<file path="src/rtl/fetch_unit_pkg.sv">
// fetch_unit_pkg
// Shared widths, reset default and instruction-queue entry type for the
// instruction fetch unit and its FIFOs.
//   PC_W / INST_W     : address and instruction word widths
//   RESET_PC_DEFAULT  : default first fetch address after reset
//   iq_entry_t        : instruction queue entry {pc, inst}
//   align_pc()        : clears the two low address bits of a redirect target
package fetch_unit_pkg;

   localparam int PC_W   = 64;
   localparam int INST_W = 32;

   localparam logic [PC_W-1:0] RESET_PC_DEFAULT = 64'h0;

   typedef struct packed {
      logic [PC_W-1:0]   pc;
      logic [INST_W-1:0] inst;
   } iq_entry_t;

   localparam int IQ_ENTRY_W = $bits(iq_entry_t);

   function automatic logic [PC_W-1:0] align_pc(input logic [PC_W-1:0] pc);
      return pc & ~PC_W'(3);
   endfunction

endpackage

</file>
<file path="src/rtl/fetch_queue.sv">
// fetch_queue
// Small circular FIFO with synchronous flush. Used both as the in-order PC tag
// FIFO and as the instruction queue.
//   clk_sys    in   clock
//   reset      in   synchronous active-high reset (empties the FIFO)
//   flush      in   synchronous flush (empties the FIFO, wins over push/pop)
//   push       in   write push_data (ignored when full unless popping too)
//   push_data  in   WIDTH-bit entry
//   pop        in   drop the head entry (ignored when empty)
//   head_data  out  current head entry (undefined when count == 0)
//   count      out  number of valid entries
module fetch_queue #(
   parameter  int DEPTH = 2,
   parameter  int WIDTH = 64,
   localparam int PTR_W = (DEPTH > 1) ? $clog2(DEPTH) : 1,
   localparam int CNT_W = $clog2(DEPTH + 1)
) (
   input  logic             clk_sys,
   input  logic             reset,
   input  logic             flush,
   input  logic             push,
   input  logic [WIDTH-1:0] push_data,
   input  logic             pop,
   output logic [WIDTH-1:0] head_data,
   output logic [CNT_W-1:0] count
);

   logic [WIDTH-1:0] mem [DEPTH];
   logic [PTR_W-1:0] rd_ptr;
   logic [PTR_W-1:0] wr_ptr;
   logic             do_push;
   logic             do_pop;

   function automatic logic [PTR_W-1:0] ptr_inc(input logic [PTR_W-1:0] p);
      if (p == PTR_W'(DEPTH - 1)) return '0;
      return p + PTR_W'(1);
   endfunction

   assign do_pop    = pop && (count != '0);
   // A push into a full FIFO is fine when the head leaves in the same cycle.
   assign do_push   = push && ((count != CNT_W'(DEPTH)) || do_pop);
   assign head_data = mem[rd_ptr];

   always_ff @(posedge clk_sys) begin
      if (reset || flush) begin
         rd_ptr <= '0;
         wr_ptr <= '0;
         count  <= '0;
      end else begin
         if (do_push) wr_ptr <= ptr_inc(wr_ptr);
         if (do_pop)  rd_ptr <= ptr_inc(rd_ptr);
         if (do_push && !do_pop)      count <= count + CNT_W'(1);
         else if (do_pop && !do_push) count <= count - CNT_W'(1);
      end
   end

   always_ff @(posedge clk_sys) begin
      if (do_push) mem[wr_ptr] <= push_data;
   end

endmodule

</file>
<file path="src/rtl/fetch_unit.sv">
// fetch_unit
// Instruction fetch front end: issues sequential fetch requests under a credit
// limit, tags them with their PC in order, enqueues returning instructions and
// discards responses that belong to requests made before a redirect.
//   CLK           in   clock
//   Reset         in   synchronous active-high reset
//   NextPC        in   redirect target
//   Redirect      in   taken branch/jump to NextPC
//   IMemReq       out  fetch request valid
//   IMemAddr      out  fetch address
//   IMemGnt       in   request accepted when IMemReq && IMemGnt
//   IMemRspValid  in   in-order response valid
//   IMemRspData   in   returned instruction word
//   InstValid     out  queue head valid
//   Instruction   out  queue head instruction
//   InstPC        out  queue head address
//   InstReady     in   consumer pops the head
module fetch_unit
   import fetch_unit_pkg::*;
#(
   parameter logic [PC_W-1:0] RESET_PC = RESET_PC_DEFAULT,
   parameter int              QDEPTH   = 2
) (
   input  logic              CLK,
   input  logic              Reset,
   input  logic [PC_W-1:0]   NextPC,
   input  logic              Redirect,
   output logic              IMemReq,
   output logic [PC_W-1:0]   IMemAddr,
   input  logic              IMemGnt,
   input  logic              IMemRspValid,
   input  logic [INST_W-1:0] IMemRspData,
   output logic              InstValid,
   output logic [INST_W-1:0] Instruction,
   output logic [PC_W-1:0]   InstPC,
   input  logic              InstReady
);

   localparam int CNT_W  = $clog2(QDEPTH + 1);
   localparam int CRED_W = CNT_W + 1;

   logic [PC_W-1:0]   fetch_pc;
   logic [CNT_W-1:0]  kill_cnt;
   logic [CNT_W-1:0]  outs_cnt;
   logic [CNT_W-1:0]  iq_cnt;
   logic [PC_W-1:0]   tag_pc;
   logic [CRED_W-1:0] credit_used;
   logic              grant;
   logic              rsp_accept;
   logic              iq_push;
   logic              iq_pop;
   iq_entry_t         iq_in;
   iq_entry_t         iq_head;

   // Outstanding requests are exactly the entries in the tag FIFO, so a
   // response with nothing outstanding is simply not accepted.
   assign rsp_accept = IMemRspValid && (outs_cnt != '0);
   assign iq_push    = rsp_accept && (kill_cnt == '0) && !Redirect;
   assign iq_pop     = InstValid && InstReady && !Redirect;

   // The slot freed by this cycle's pop is reusable by this cycle's request;
   // that is what lets a 1-cycle memory sustain one instruction per cycle.
   assign credit_used = {1'b0, outs_cnt} + {1'b0, iq_cnt} - {{CNT_W{1'b0}}, iq_pop};
   assign IMemReq     = !Reset && !Redirect && (credit_used < CRED_W'(QDEPTH));
   assign grant       = IMemReq && IMemGnt;
   assign IMemAddr    = Reset ? RESET_PC : fetch_pc;

   assign InstValid   = !Reset && (iq_cnt != '0);
   assign Instruction = InstValid ? iq_head.inst : '0;
   assign InstPC      = InstValid ? iq_head.pc   : '0;

   assign iq_in.pc   = tag_pc;
   assign iq_in.inst = IMemRspData;

   always_ff @(posedge CLK) begin
      if (Reset) begin
         fetch_pc <= RESET_PC;
         kill_cnt <= '0;
      end else begin
         if (Redirect)   fetch_pc <= align_pc(NextPC);
         else if (grant) fetch_pc <= fetch_pc + PC_W'(4);

         // Everything still in flight after this edge is stale.
         if (Redirect)
            kill_cnt <= outs_cnt - CNT_W'(rsp_accept);
         else if (rsp_accept && (kill_cnt != '0))
            kill_cnt <= kill_cnt - CNT_W'(1);
      end
   end

   fetch_queue #(
      .DEPTH (QDEPTH),
      .WIDTH (PC_W)
   ) u_tag_fifo (
      .clk_sys   (CLK),
      .reset     (Reset),
      .flush     (1'b0),
      .push      (grant),
      .push_data (fetch_pc),
      .pop       (rsp_accept),
      .head_data (tag_pc),
      .count     (outs_cnt)
   );

   fetch_queue #(
      .DEPTH (QDEPTH),
      .WIDTH (IQ_ENTRY_W)
   ) u_inst_queue (
      .clk_sys   (CLK),
      .reset     (Reset),
      .flush     (Redirect),
      .push      (iq_push),
      .push_data (iq_in),
      .pop       (iq_pop),
      .head_data (iq_head),
      .count     (iq_cnt)
   );

endmodule

</file>
<file path="config.mk">
export PLATFORM = sky130hd
export DESIGN_NAME = fetch_unit
export DESIGN_NICKNAME = d
export VERILOG_FILES = /design/src/rtl/fetch_unit_pkg.sv /design/src/rtl/fetch_queue.sv /design/src/rtl/fetch_unit.sv
export SDC_FILE = /design/constraint.sdc
export NUM_CORES = 1
export LEC_CHECK = 0
export ABC_AREA = 1
export CAP_MARGIN = 25
export CORE_ASPECT_RATIO = 1.75
export CORE_MARGIN = 3
export CORE_UTILIZATION = 51
export CTS_BUF_LIST = sky130_fd_sc_hd__clkbuf_2
export DETAILED_ROUTE_END_ITERATION = 8
export PLACE_DENSITY = 0.9
export SLEW_MARGIN = 10
export SYNTH_ARGS = -nofsm -noshare
export SYNTH_HDL_FRONTEND = slang
export SYNTH_SLANG_ARGS = --single-unit
export TNS_END_PERCENT = 1
</file>
<file path="constraint.sdc">
create_clock -name CLK -period 6.5 [get_ports CLK]
set_input_delay 1.625 -clock CLK [delete_from_list [all_inputs] [get_ports CLK]]
set_output_delay 1.625 -clock CLK [all_outputs]
set_load 0.005 [all_outputs]
</file>
==> impl_results.md <==
- Final period util: between 90 and 100%
- Filler cells: 2633
- Clk network pwr share: between 20% and 30%
- Most common cell after layout, fill and taps aside: nand2_1
- DRT iter0 DRCs: 973
- Power density over the cells: between 200 and 300 mW/mm^2
- Clock Tree Root: clkbuf_2
- Via density: 5.23
- Vias in the first global route: between 10000 and 15000
- Max-Cap Viols: 0
- Placed cells: about 2400
- CP max FO: 5
- Final instance area: 0.0217 mm^2
- Number of port buffers: 257
- Post-Synthesis Cells: roughly 1700
- Cts bufs inserted: 80
- Clock Skew: just over 0.1 ns
- Clock sinks: 386
- Share of post-route cells with drive strength above 1: 16.3%
- GR Overflow Total: 0
- Placed inst area: 0.0209 mm^2
- CTS tree: done
- Detailed Routing Iterations Pass 1: 5
- Worst skew pair latency: 0.97 ns
- Met2 wire length: 24400 um
- Register area share after synthesis: 61.0%
- Area of the multi-input gates: 0.00589 mm^2
- Core footprint: ~0.034 mm^2
- Metal3 WL: 2650 um
- Most frequent cells in the layout: 433 x nand2_1, 312 x edfxtp_1, 283 x nor2_1
- Post-detail-place hpwl: between 30000 and 40000 um
- Synthesized area: 0.0178 mm^2
- Finished Layout Cells: 2559
- Die Width: 147 um
- Worst reg2reg path depth: 12
- Worst Tran Pin Value: 1.03 ns
- Critical setup path kind: input port to output port
- Drt wl/cell: 18.3 um
- Worst EP required: 4.88 ns
- Setup TNS: 0 ns
- Pin count of the biggest net entering global routing: 96
- Die area: ~0.037 mm^2
- CP Launch Type: input port
- Yosys warning count: 0
- Pins over their slew limit: 0
- Reg power frac: 55.5%
- Pleak: 8.55 nW
- Die height: roughly 250 um
- Post_cts resized: 0
- M1 WL: around 17000 um
- Outcome: finished clean
- Slowest stage delay, CP: around 0.51 ns
- Hold path depth: 1
- Via count: between 10000 and 15000
- Final nets: 2154
- Slowest cell on the critical path: clkdlybuf4s50_1
- Post-synthesis cell type count: 41
- Hold buffer count at CTS: 0
- VDD IR max: 0.115 mV
- Final hold viol count: 0
- Tot GR Track Use: between 20% and 30%
- P&R area growth vs syn: 22.1%
- Relative slew slack: 31.5%
- Unrepaired setup endpoints after global routing: no
- Initial antenna violation count: 1
- WP data arrival: 4.35 ns
- Tmin final: ~6 ns
- Routed Antenna Nets: 0
- Switch Pwr: 0.00148 W
- Worst Hold Class: flop to flop
- Sw Ratio: 27.2%
- Initial Util: between 50 and 60%
- Crit path top cell by count: clkdlybuf4s50_1
- Crit path cell chain: clkdlybuf4s50_1, clkinv_2, nand3_1, inv_1, ha_1, or2_2, fa_1, xor2_1, nand2_1, nor2_1, clkdlybuf4s50_1
- RD Place Congestion: 1.07
- DRC viols: 0
- Flops & latches, synth: 386
- Setup bufs post-CTS: 0
- Register Area: 0.0109 mm^2
- Critical Path End Type: output port
- Clock-pin slew on the worst setup and hold paths: approximately 0.11 ns
- Internal Power: 0.00398 W
- Syn Area/Cell: 10.2 um^2
- Clock tree buffer depth: 3
- H-tree levels: 3
- First-pass GRT wire length: between 70000 and 80000 um
- Top Layer Used: met4
- Io pins: about 260
- Post-Route WL: 46700 um
- Combinational Power Share: between 15 and 20%
- FP Rows: 89
- Achievable Freq: 167 MHz
- Setup violators final: 0
critical path, delay by kind of cell:
kind	cells	cell delay (ns)
buffers and inverters	4	1.15
adder cells (fa/ha/maj)	2	0.65
XOR/XNOR	1	0.26
AND/OR/NAND/NOR	4	0.65
path summary, 6_finish.rpt:
| check | endpoint | slack (ns) | from |
|---|---|---|---|
| setup / recovery | IMemReq | 0.53 | Redirect |
| hold / removal | u_tag_fifo.rd_ptr$_SDFFE_PP0P_ | 0.46 | u_tag_fifo.rd_ptr$_SDFFE_PP0P_ |
| setup reg to reg | u_tag_fifo.mem[0][39]$_DFFE_PP_ | 2.60 | u_inst_queue.count[1]$_SDFFE_PP0P_ |
| hold reg to reg | u_tag_fifo.rd_ptr$_SDFFE_PP0P_ | 0.46 | u_tag_fifo.rd_ptr$_SDFFE_PP0P_ |
final cells by class:
type,instances,share of cell area [%]
sequential,386,50.0
multi-input combinational,1095,27.1
timing repair buffer,280,13.0
inverter,201,3.48
tap,455,2.62
clock buffer,112,2.58
clock inverter,29,1.20
antenna,1,0.0115
routing by layer:
| layer | track usage [%] | vias to the layer above |
|---|---|---|
| li1 | - | 6360 |
| met1 | 27.1 | 6255 |
| met2 | 45.1 | 597 |
| met3 | 3.76 | 159 |
| met4 | 14.8 | 0 |
| met5 | 0 | - |
per-stage QoR:
stage	hold slack (ns)	utilization [%]	setup slack [ns]	total power [W]
finish	0.461	63.7	0.530	0.00546
global route	0.493	63.7	0.432	0.00569
CTS	0.462	63.7	0.526	0.00550
detailed placement	0.445	61.3	0.532	0.00394
global placement	0.428	61.3	0.578	0.00389
floorplan	0.426	-	-0.240	0.00359
synth_stat cells:
master	number	area [um^2]
clkbuf_1	25	93.8
buf_1	12	45.0
nor2_4	6	67.6
clkbuf_8	1	13.8
buf_2	15	75.1
nor2b_1	1	6.26
inv_2	1	3.75
nand4_2	1	12.5
ha_1	7	87.6
edfxtp_1	312	9370
a31oi_1	1	6.26
a211oi_1	1	7.51
nand3_1	56	280
nand3_2	2	20.0
nor2_1	285	1070
nor2_8	1	20.0
nand2_4	5	56.3
buf_4	4	30.0
fa_1	1	20.0
a21oi_1	24	120
dfxtp_1	74	1480
nand3b_1	1	7.51
buf_6	7	78.8
or2_2	1	6.26
clkinv_1	1	3.75
xor2_1	16	140
mux2i_1	1	10.0
mux2_2	156	1760
o221ai_1	1	8.76
or2_1	1	6.26
o21ai_0	40	200
o21ai_1	17	85.1
nand2_2	9	56.3
conb_1	1	3.75
nor2_2	3	18.8
nand2_1	433	1630
o21a_1	3	22.5
o211ai_1	8	60.1
a21oi_2	1	8.76
inv_1	199	747
nand4_1	9	56.3
cells by family (layout without fill, tap and decap cells):
kind of cell / Yosys count / after routing / share of synthesized area (%)
xor gates and xnor gates: 16 / 16 / 0.788
AOI/OAI and AO/OA: 96 / 96 / 2.92
and+or+nand+nor: 814 / 814 / 18.6
adders and majority gates: 8 / 8 / 0.605
DFF: 386 / 386 / 61.0
buffers and inverters: 265 / 622 / 6.13
muxes: 157 / 157 / 9.93
other: 1 / 5 / 0.0211
sequential cells by signal, summed over array words and instances, names as in the netlist, named ones only:
| signal | count |
|---|---|
| u_tag_fifo.rd_ptr | 1 |
| u_inst_queue.count | 2 |
| u_inst_queue.rd_ptr | 1 |
| u_tag_fifo.count | 2 |
| u_inst_queue.wr_ptr | 1 |
| u_tag_fifo.mem | 124 |
| u_tag_fifo.wr_ptr | 1 |
| fetch_pc | 62 |
| u_inst_queue.mem | 188 |
| kill_cnt | 2 |
power groups by stage:
stage	clock [W]	sequential [W]	combinational, W
floorplan	0	0.00305	0.000537
global placement	0	0.00307	0.000820
detailed placement	0	0.00309	0.000854
CTS	0.00161	0.00303	0.000863
global route	0.00171	0.00305	0.000938
finish	0.00157	0.00303	0.000861
Note: power is estimated with default switching activity, not from simulation.
